### config.mk
export PLATFORM = sky130hd
export DESIGN_NAME = game_stats
export DESIGN_NICKNAME = d
export VERILOG_FILES = /design/src/rtl/game_stats_pkg.sv /design/src/rtl/game_stats_bcd_digit.sv /design/src/rtl/game_stats.sv
export SDC_FILE = /design/constraint.sdc
export NUM_CORES = 1
export LEC_CHECK = 0
export BUFFER_PORTS_ARGS = -buffer_cell sky130_fd_sc_hd__buf_2
export CORE_MARGIN = 2
export CORE_UTILIZATION = 58
export CTS_CLUSTER_SIZE = 16
export DETAILED_ROUTE_END_ITERATION = 6
export PLACE_DENSITY_LB_ADDON = 0.05
export SKIP_CTS_REPAIR_TIMING = 1
export SLEW_MARGIN = 20
export SYNTH_ARGS = -nofsm -noshare
export SYNTH_HDL_FRONTEND = slang
export SYNTH_SLANG_ARGS = --single-unit
### constraint.sdc
create_clock -name clk -period 3 [get_ports clk]
set_input_delay 0.6 -clock clk [delete_from_list [all_inputs] [get_ports clk]]
set_output_delay 0.6 -clock clk [all_outputs]
set_load 0.005 [all_outputs]
### src/rtl/game_stats_pkg.sv
// Shared definitions for the game_stats score/time bookkeeping stage:
// FSM encoding, BCD digit constants and a two-digit BCD compare helper.
package game_stats_pkg;

  typedef enum logic [1:0] {
    ST_IDLE    = 2'd0,
    ST_RUNNING = 2'd1,
    ST_OVER    = 2'd2
  } state_t;

  localparam int BCD_W = 4;
  localparam logic [BCD_W-1:0] BCD_MAX = 4'd9;

  // Tens digit decides first; units only break a tie.
  function automatic logic bcd2_gt(input logic [BCD_W-1:0] a1, input logic [BCD_W-1:0] a0,
                                   input logic [BCD_W-1:0] b1, input logic [BCD_W-1:0] b0);
    return (a1 > b1) || ((a1 == b1) && (a0 > b0));
  endfunction

endpackage

### src/rtl/game_stats_bcd_digit.sv
// Single registered BCD digit with synchronous clear, increment enable,
// saturation hold and carry-out; cascaded to build multi-digit counters.
module bcd_digit
  import game_stats_pkg::*;
(
  input  logic             clk,
  input  logic             reset,
  input  logic             clr,
  input  logic             inc,
  input  logic             hold,
  output logic [BCD_W-1:0] digit,
  output logic [BCD_W-1:0] digit_next,
  output logic             carry
);

  logic [BCD_W-1:0] digit_reg;

  // Carry ignores hold so a saturation detector can be built from it without a loop.
  assign carry = inc && (digit_reg == BCD_MAX);

  always_comb begin
    digit_next = digit_reg;
    if (clr) begin
      digit_next = '0;
    end else if (inc && !hold) begin
      digit_next = (digit_reg == BCD_MAX) ? '0 : digit_reg + BCD_W'(1);
    end
  end

  always_ff @(posedge clk or posedge reset) begin
    if (reset) begin
      digit_reg <= '0;
    end else begin
      digit_reg <= digit_next;
    end
  end

  assign digit = digit_reg;

endmodule

### src/rtl/game_stats.sv
// Game score/time bookkeeping: elapsed seconds (4 BCD), eaten count (2 BCD)
// and session high score (2 BCD, present only when GAME_STATS_HISCORE_EN is defined).
module game_stats
  import game_stats_pkg::*;
#(
  parameter int TICK_DIV = 50_000_000
) (
  input  logic             clk,
  input  logic             reset,
  input  logic             start,
  input  logic             eat,
  input  logic             game_over,
  output logic             running,
  output logic [BCD_W-1:0] time_d3,
  output logic [BCD_W-1:0] time_d2,
  output logic [BCD_W-1:0] time_d1,
  output logic [BCD_W-1:0] time_d0,
  output logic [BCD_W-1:0] score_d1,
  output logic [BCD_W-1:0] score_d0,
  output logic [BCD_W-1:0] hiscore_d1,
  output logic [BCD_W-1:0] hiscore_d0
);

  localparam int PRE_W = (TICK_DIV > 2) ? $clog2(TICK_DIV) : 1;
  localparam logic [PRE_W-1:0] PRE_LAST = PRE_W'(TICK_DIV - 1);

  state_t           state_reg;
  logic             running_reg;
  logic [PRE_W-1:0] pre_reg;

  logic in_run;
  logic enter_run;
  logic tick;
  logic eat_run;
  logic end_game;

  assign in_run    = (state_reg == ST_RUNNING);
  assign enter_run = start && !in_run;
  assign tick      = in_run && (pre_reg == PRE_LAST);
  assign eat_run   = in_run && eat;
  assign end_game  = in_run && game_over;

  always_ff @(posedge clk or posedge reset) begin
    if (reset) begin
      state_reg   <= ST_IDLE;
      running_reg <= 1'b0;
      pre_reg     <= '0;
    end else begin
      case (state_reg)
        ST_IDLE, ST_OVER: begin
          if (start) begin
            state_reg   <= ST_RUNNING;
            running_reg <= 1'b1;
            pre_reg     <= '0;
          end
        end
        ST_RUNNING: begin
          pre_reg <= tick ? '0 : pre_reg + PRE_W'(1);
          if (game_over) begin
            state_reg   <= ST_OVER;
            running_reg <= 1'b0;
          end
        end
        default: begin
          state_reg   <= ST_IDLE;
          running_reg <= 1'b0;
        end
      endcase
    end
  end

  assign running = running_reg;

  // Elapsed time: ripple chain driven by the prescaler tick; 9999 wraps naturally.
  logic             time_chain [5];
  logic [BCD_W-1:0] time_digit [4];
  logic [BCD_W-1:0] time_next_unused [4];
  logic             time_wrap_unused;

  assign time_chain[0]  = tick;
  assign time_wrap_unused = time_chain[4];

  generate
    for (genvar gi = 0; gi < 4; gi++) begin : g_time
      bcd_digit u_digit (
        .clk        (clk),
        .reset      (reset),
        .clr        (enter_run),
        .inc        (time_chain[gi]),
        .hold       (1'b0),
        .digit      (time_digit[gi]),
        .digit_next (time_next_unused[gi]),
        .carry      (time_chain[gi+1])
      );
    end
  endgenerate

  assign time_d0 = time_digit[0];
  assign time_d1 = time_digit[1];
  assign time_d2 = time_digit[2];
  assign time_d3 = time_digit[3];

  // Score: a carry out of the tens digit means 99 is already reached, so hold.
  logic             score_chain [3];
  logic [BCD_W-1:0] score_digit [2];
  logic [BCD_W-1:0] score_next  [2];
  logic             score_sat;

  assign score_chain[0] = eat_run;
  assign score_sat      = score_chain[2];

  generate
    for (genvar gi = 0; gi < 2; gi++) begin : g_score
      bcd_digit u_digit (
        .clk        (clk),
        .reset      (reset),
        .clr        (enter_run),
        .inc        (score_chain[gi]),
        .hold       (score_sat),
        .digit      (score_digit[gi]),
        .digit_next (score_next[gi]),
        .carry      (score_chain[gi+1])
      );
    end
  endgenerate

  assign score_d0 = score_digit[0];
  assign score_d1 = score_digit[1];

`ifdef GAME_STATS_HISCORE_EN
  logic [BCD_W-1:0] hi1_reg;
  logic [BCD_W-1:0] hi0_reg;

  // Compare against the post-eat score so a same-cycle eat counts toward the record.
  always_ff @(posedge clk or posedge reset) begin
    if (reset) begin
      hi1_reg <= '0;
      hi0_reg <= '0;
    end else if (end_game && bcd2_gt(score_next[1], score_next[0], hi1_reg, hi0_reg)) begin
      hi1_reg <= score_next[1];
      hi0_reg <= score_next[0];
    end
  end

  assign hiscore_d1 = hi1_reg;
  assign hiscore_d0 = hi0_reg;
`else
  logic [2*BCD_W-1:0] hiscore_unused;
  logic               end_game_unused;

  assign hiscore_unused  = {score_next[1], score_next[0]};
  assign end_game_unused = end_game;
  assign hiscore_d1      = '0;
  assign hiscore_d0      = '0;
`endif

endmodule
==> results of run 1 <==
[layout make-up]
cell class | count | share of cell area
inverters | 11 | 0.0124
clock buffers | 6 | 0.0249
repair buffers | 34 | 0.0551
clock inverters | 2 | 0.0113
flip-flops and latches | 53 | 0.400
multi-input cells | 248 | 0.470
well taps | 70 | 0.0264
[logic make-up after synthesis]
logic type | Yosys count | synth area share
AO/OA/AOI/OAI | 48 | 0.108
adder cells (fa/ha/maj) | 13 | 0.0540
multiplexers | 1 | 0.00332
buffers and inverters | 26 | 0.0503
XOR/XNOR | 24 | 0.0698
other | 1 | 0.00125
AND/OR/NAND/NOR | 154 | 0.273
flip-flops | 53 | 0.440
[worst min-delay path, delay by kind of cell]
family / cells / cell delay (ps)
buf+inv: 3 / 670
[power breakdown]
group | switching (uW) | internal, uW
clock network | 240 | 271
registers | 38.7 | 750
logic | 125 | 71.1
total | 404 | 1090
[final timing paths]
kind	end	slack, ps
worst max-delay path	g_time[3].u_digit.digit[3]	540
max in group asynchronous	g_time[3].u_digit.digit[1]	2090
worst min register to register	g_score[0].u_digit.digit[3]	510
min in group clk	state_reg[0]	510
worst max register to register	g_time[3].u_digit.digit[3]	540
worst min-delay path	g_score[1].u_digit.digit[2]	450
[metrics by stage]
step	worst slack, ps	hold slack [ps]
final	542	451
after global routing	346	526
after CTS	554	481
after detailed placement	582	501
after global placement	634	491
after floorplan	742	492
[cells in the mapped netlist, types with 3 or more instances]
library cell,count,area [um2]
xnor2_1,8,70.1
nor3b_1,3,22.5
ha_1,13,163
inv_1,11,41.3
buf_4,8,60.1
dfrtp_1,53,1330
or3_1,8,50.1
o21ai_0,9,45.0
nor2_1,43,161
nand3_1,13,65.1
nor4b_1,3,26.3
nand4_1,10,62.6
or4_1,4,30.0
and3_1,8,50.1
a21oi_1,20,100
and2_1,4,25.0
clkbuf_1,4,15.0
nand2_1,34,128
xor2_1,16,140
[layer usage]
layer	track usage	vias up	share of wire
li1	-	1175	-
met1	0.299	1148	0.48
met2	0.376	42	0.47
met3	0.0391	7	0.036
met4	0.100	0	0.013
met5	0	-	0
==> metrics.csv, run 1 <==
stage,metric,value,unit
routing,via-per-instance ratio,5.59,
setup_path,crit path cell chain,or4b_4 > nor4_4 > o2111ai_4 > or4b_1 > a31oi_1,
layout,final cell count without fillers,424,
grt,initial antenna violation count,0,
place,dpl cell area,3200,um2
layout,"most common cell after layout, fill and taps aside",dfrtp_1,
sta,fin crit share,0.819,
routing,Starting DRT DRC Count,114,
clocking,H-tree levels,2,
die,Die Footprint,5790,um2
die,Core Rows,26,
sta,Tmin final,2460,ps
place,I/O Buffers,29,
run_status,outcome,"complete, no violations",
power_and_ir_drop,Power Total,1500,uW
synthesis,number of enable flip-flop cells after synthesis,0,
power_and_ir_drop,Worst VDD drop,0.279,mV
grt,grt ovf,0,
clocking,Max Buffers Root-to-Sink,2,
layout,layout cells sized above 1,0.155,
setup_path,Crit. Startpoint,pre_reg[10],
setup_path,WS Path Type,register to register,
hold_path,Worst Hold Class,input pin to async pin,
clocking,cts bufs inserted,5,
synthesis,"Async S/R FF share, synth",1.00,
sta,Max Freq,407,MHz
clocking,Clock Latency Late Sink,320,ps
layout,number of fill cells,462,
sta,"Slew Viols, Final",0,
clocking,CTS tree,yes,
grt,first-pass GRT wire length,10800,um
sta,Worst Tran Pin Value,673,ps
synthesis,register area share after synthesis,0.440,
setup_path,WP data required,3250,ps
flow_run,Max-Cap Viols,0,
sta,Layout Skew,3.05,ps
power_and_ir_drop,Pwr per Cell Area,451,nW/um2
grt,vias in the first global route,2314,
setup_path,"Max FO, Critical Path",8,
layout,n_diodes,0,
synthesis,Netlist Area Pre-Place,3010,um2
layout,Final Util,0.654,
sta,Setup-failing EPs final,0,
clocking,Root Driver,clkbuf_8,
routing,drt first pass iters,4,
routing,"antenna viol nets, final",0,
layout,max reg flops,26,
place,placed insts,416,
place,Placer Congestion,0.849,
power_and_ir_drop,Leak,0.00154,uW
layout,final instance area,3320,um2
layout,Final #Nets,371,
synthesis,Main synth FF type,dfrtp_1,
setup_path,Setup crit end kind,register,
setup_path,"delay-heaviest family, CP",simple AND/OR/NAND/NOR gates,
setup_path,worst path bufs/invs,0,
setup_path,Stages on worst setup path,5,
sta,setup TNS,0,ps
synthesis,Syn Area/Cell,9.41,um2
setup_path,"slowest stage delay, CP",580,ps
die,core area,5070,um2
synthesis,Ys Warns,0,
die,Die Y,76.1,um
clocking,clock sink count,53,
routing,via count,2372,
place,Detail Placement HPWL,4200,um
sta,Final Hold Fails,0,
grt,gr usage total,0.228,
die,Die W,76.1,um
synthesis,count of cell types in the netlist,53,
routing,Routed WL per cell,14.2,um
setup_path,Critical Path Start Type,register,
setup_path,worst r2r src,pre_reg[10],
layout,area occupied by multi-input gates,1560,um2
clocking,clk slew on worst S/H paths,90,ps
synthesis,Cells after Synth,320,
routing,drc violations,0,
grt,largest net degree at the start of global routing,54,
sta,RSZ-0062 raised after global routing,false,
layout,synthesis-to-finish area growth,10.2,%
routing,Routed WL,6040,um
setup_path,Worst path slowest cell,or4b_4,
layout,"commonest non-fill, non-tap cells in the layout","dfrtp_1, nor2_1, nand2_1",
die,Starting Density,0.593,
die,IO Count,38,
synthesis,"flops & latches, synth",53,
layout,Register Area,1330,um2
setup_path,CP arrival,2710,ps
setup_path,worst r2r path cells,5,
sta,slew margin rel.,0.546,
Note: power is estimated with default switching activity, not from simulation.
==> inputs of run 2 (changes only) <==
Clock period 3 ns to 2.5 ns, I/O delays scaled along.
==> run 2 against run 1 <==
Net effect:
- count of clock-buffer cells in the layout rose by 1
- critical path depth up 1
- routed wire length down 1.6%
- combinational power is 20% higher
- global-route usage is 0.86 points lower
- clock skew increased by 3.6 ps
- sequential power up 20%
- largest power group unchanged
- utilization fell by 0.25 points
- via count increased by 0.51%
==> metrics.csv, run 2 (synthesis results as in run 1) <==
stage,metric,value,unit
run_status,outcome,"complete, no violations",
sta,Final WS setup,282,ps
die,Die Footprint,5790,um2
die,core area,5070,um2
setup_path,CP arrival,2460,ps
sta,Final Hold Fails,0,
clocking,CTS tree,yes,
die,Die Y,76.1,um
layout,Register Area,1330,um2
power_and_ir_drop,Clock power frac,0.280,
layout,layout cells sized above 1,0.160,
die,IO Count,38,
grt,grt ovf,0,
routing,drc violations,0,
power_and_ir_drop,Pwr per Cell Area,496,nW/um2
place,Setup WS pre-CTS,269,ps
power_and_ir_drop,combinational share of power,0.143,
setup_path,"Max FO, Critical Path",24,
place,Placer Congestion,0.833,
routing,via-per-instance ratio,5.58,
die,Die W,76.1,um
power_and_ir_drop,internal power,1180,uW
clocking,Clock Latency Late Sink,300,ps
flow_run,Max-Cap Viols,0,
die,Core Rows,26,
die,Starting Density,0.593,
setup_path,Setup crit end kind,register,
routing,"antenna viol nets, final",0,
sta,Max Freq,451,MHz
sta,Setup-failing EPs final,0,
place,placed insts,419,
sta,slew margin rel.,0.616,
grt,first-pass GRT wire length,10500,um
clocking,Max Buffers Root-to-Sink,2,
routing,Routed WL per cell,13.9,um
clocking,clk slew on worst S/H paths,90,ps
sta,setup TNS,0,ps
layout,synthesis-to-finish area growth,9.76,%
clocking,Root Driver,clkbuf_8,
setup_path,WP data required,2740,ps
power_and_ir_drop,power share of the sequential group,0.577,
layout,"commonest non-fill, non-tap cells in the layout","dfrtp_1, nor2_1, nand2_1",
sta,Worst Tran Pin Value,569,ps
power_and_ir_drop,Switching Share,0.278,
routing,Starting DRT DRC Count,101,
grt,largest net degree at the start of global routing,25,
routing,via count,2384,
grt,gr usage total,0.220,
place,I/O Buffers,29,
power_and_ir_drop,Worst VDD drop,0.363,mV
grt,vias in the first global route,2356,
layout,area occupied by multi-input gates,1560,um2
layout,Final #Nets,374,
sta,Tmin final,2220,ps
clocking,clock sink count,53,
grt,initial antenna violation count,0,
routing,Routed WL,5950,um
clocking,cts bufs inserted,5,
setup_path,WS Path Type,register to register,
sta,fin crit share,0.887,
sta,RSZ-0062 raised after global routing,false,
routing,drt first pass iters,4,
hold_path,Worst Hold Class,input pin to async pin,
layout,"most common cell after layout, fill and taps aside",dfrtp_1,
place,Detail Placement HPWL,4410,um
sta,Layout Skew,6.66,ps
layout,max reg flops,26,
power_and_ir_drop,net switching power,456,uW
layout,number of fill cells,443,
clocking,H-tree levels,2,
sta,"Slew Viols, Final",0,
power_and_ir_drop,Leak,0.00153,uW
layout,final cell count without fillers,427,
setup_path,Critical Path Start Type,register,
layout,n_diodes,0,
run 2: per-stage QoR:
stage          area, um2  hold slack, ps   util  power [uW]
2_1_floorplan       3040             492      -        1140
3_3_place_gp        3220             492  0.635        1190
3_5_place_dp        3220             498  0.635        1200
4_1_cts             3300             225  0.651        1670
5_1_grt             3310             241  0.651        1740
6_report            3310             209  0.651        1640
run 2: worst paths after layout:
path	startpoint	endpoint	slack, ps	cells after the start
setup / recovery	pre_reg[0]	pre_reg[23]	280	6
setup reg to reg	pre_reg[0]	pre_reg[23]	280	6
max in group asynchronous	reset	running	1680	3
hold reg to reg	g_score[0].u_digit.digit[3]	g_score[0].u_digit.digit[3]	510	1
min in group clk	game_over	state_reg[0]	440	2
hold / removal	reset	g_score[1].u_digit.digit[1]	210	2
run 2: area by class of cell:
class | count | area share
inverters | 11 | 0.0125
clock buffers | 7 | 0.0231
repair buffers | 37 | 0.0621
multi-input cells | 248 | 0.472
well taps | 70 | 0.0265
clock inverters | 1 | 0.00227
flip-flops and latches | 53 | 0.401
run 2: power by group through the flow:
stage	clock network [uW]	registers (uW)	logic, uW
6_report	459	947	235
5_1_grt	519	956	270
4_1_cts	482	946	239
3_5_place_dp	0	964	240
3_3_place_gp	0	960	235
2_1_floorplan	0	958	183
run 2: layer usage:
metal / track usage / share of wire / routed length (um) / vias to the layer above
met5: 0 / 0 / 0 / -
met4: 0.0891 / 0.013 / 78 / 0
met3: 0.0427 / 0.031 / 187 / 8
met2: 0.366 / 0.48 / 2880 / 42
met1: 0.283 / 0.47 / 2800 / 1149
li1: - / - / - / 1185
run 2: worst max-delay path, cell delays in order (launching register included):
cell     delay (ps)
dfrtp_1         420
ha_1            220
and3_1          210
and4_2          300
a21o_2          370
or4_1           560
nand2_1          80
==> inputs of run 3 (changes only) <==
Clock period 2.5 ns to 2.1 ns, I/O delays scaled along.
==> run 3 against run 2 <==
Net effect:
- the run now ends with negative setup slack left
- sequential share of layout area fell by 2.8 points
- via count rose by 3.6%
- power rose by 24%
- sequential cell count did not move
- maximum frequency rose by 3.4%
- register-to-register slack got worse by 330 ps
- utilization rose by 5.0 points
- count of clock-buffer cells in the layout did not move
- critical path depth fell by 1
- combinational power rose by 43%
- first-iteration DRC count fell by 14%
- setup slack got worse by 330 ps
- critical endpoint is now g_time[3].u_digit.digit[3]
==> metrics.csv, run 3 (synthesis results as in run 1) <==
stage,metric,value,unit
run_status,outcome,"complete, but fails checks",
run_status,violated checks,negative setup slack,
layout,synthesis-to-finish area growth,18.2,%
setup_path,Critical Path Start Type,register,
clocking,H-tree levels,2,
clocking,Root Driver,clkbuf_8,
sta,RSZ-0062 raised after global routing,true,
clocking,clock sink count,53,
die,Die Y,76.1,um
power_and_ir_drop,Switching Share,0.276,
routing,Starting DRT DRC Count,87,
routing,Routed WL per cell,13.9,um
routing,drc violations,0,
grt,largest net degree at the start of global routing,31,
sta,"Slew Viols, Final",0,
layout,"most common cell after layout, fill and taps aside",dfrtp_1,
place,Placer Congestion,0.846,
clocking,Max Buffers Root-to-Sink,2,
layout,layout cells sized above 1,0.232,
sta,Worst Tran Pin Value,623,ps
place,I/O Buffers,29,
layout,max reg flops,26,
place,placed insts,445,
setup_path,CP arrival,2370,ps
sta,fin crit share,1.02,
power_and_ir_drop,Worst VDD drop,0.418,mV
place,dpl cell area,3430,um2
setup_path,"Max FO, Critical Path",7,
power_and_ir_drop,power share of the sequential group,0.553,
power_and_ir_drop,Clock power frac,0.281,
sta,setup TNS,-45.0,ps
power_and_ir_drop,net switching power,561,uW
die,Core Rows,26,
routing,drt first pass iters,5,
power_and_ir_drop,Pwr per Cell Area,571,nW/um2
grt,grt ovf,0,
die,core area,5070,um2
hold_path,Worst Hold Class,input pin to async pin,
setup_path,worst r2r path cells,5,
sta,Final WS setup,-45.0,ps
layout,final cell count without fillers,453,
die,Die W,76.1,um
layout,"commonest non-fill, non-tap cells in the layout","dfrtp_1, nor2_1, nand2_1, buf_4, buf_2",
power_and_ir_drop,internal power,1470,uW
sta,Layout Skew,11.2,ps
power_and_ir_drop,Leak,0.00168,uW
layout,n_diodes,0,
die,Die Footprint,5790,um2
sta,worst hold slack,154,ps
setup_path,WS Path Type,register to register,
clocking,clk slew on worst S/H paths,90,ps
routing,Routed WL,6310,um
routing,"antenna viol nets, final",0,
die,IO Count,38,
flow_run,Max-Cap Viols,0,
power_and_ir_drop,combinational share of power,0.165,
sta,Tmin final,2140,ps
grt,gr usage total,0.230,
clocking,cts bufs inserted,5,
layout,Final #Nets,401,
clocking,CTS tree,yes,
power_and_ir_drop,Power Total,2030,uW
sta,Max Freq,466,MHz
clocking,Clock Latency Late Sink,300,ps
sta,Final Hold Fails,0,
routing,via-per-instance ratio,5.45,
grt,vias in the first global route,2429,
routing,via count,2469,
setup_path,Setup crit end kind,register,
place,Detail Placement HPWL,4660,um
sta,Setup-failing EPs final,1,
grt,first-pass GRT wire length,11000,um
grt,initial antenna violation count,0,
setup_path,WP data required,2330,ps
die,Starting Density,0.593,
sta,slew margin rel.,0.579,
layout,final instance area,3560,um2
run 3: cell count changes in the layout (fill, tap and decap cells not counted), sizes merged:
cell and delta:
clkinvlp -1, buf +27
run 3: worst max-delay path, cell delays in order, from the launching register on:
cell and delay [ps]:
dfrtp_1 390, or4b_4 550, nor4_4 220, o2111ai_4 200, or4b_4 550, a31oi_1 170
run 3: worst paths after layout:
path	startpoint	to	slack, ps
min in group clk	game_over	state_reg[0]	370
worst min-delay path	reset	g_time[2].u_digit.digit[0]	150
worst max-delay path	pre_reg[10]	g_time[3].u_digit.digit[3]	-40
max in group asynchronous	reset	state_reg[1]	1390
worst min register to register	running	running	510
worst max register to register	pre_reg[10]	g_time[3].u_digit.digit[3]	-40
run 3: per-stage QoR:
step / worst slack (ps) / util
6_report: -45.0 / 0.701
5_1_grt: -154 / 0.701
4_1_cts: -64.8 / 0.693
3_5_place_dp: -40.8 / 0.676
3_3_place_gp: 28.5 / 0.676
2_1_floorplan: -158 / -
run 3: per-layer routing:
metal  wire length [um]  vias to the layer above  global-route usage
met1               2860                     1170               0.297
met5                  0                        -                   0
met2               3170                       50               0.392
li1                   -                     1241                   -
met3                187                        8              0.0391
met4                 84                        0              0.0836
run 3: area by class of cell:
class | count | area (um2)
sequential | 53 | 1330
fill | 414 | 1520
tap | 70 | 87.6
inverter | 11 | 41.3
multi-input combinational | 248 | 1600
timing repair buffer | 64 | 420
clock buffer | 7 | 86.3
run 3: power groups by stage:
stage                     Sequential (uW)  Clock [uW]  Combinational (uW)
after floorplan                      1140           0                 218
after detailed placement             1140           0                 328
after global routing                 1130         630                 383
final                                1120         572                 336
after global placement               1140           0                 324
after CTS                            1120         594                 330
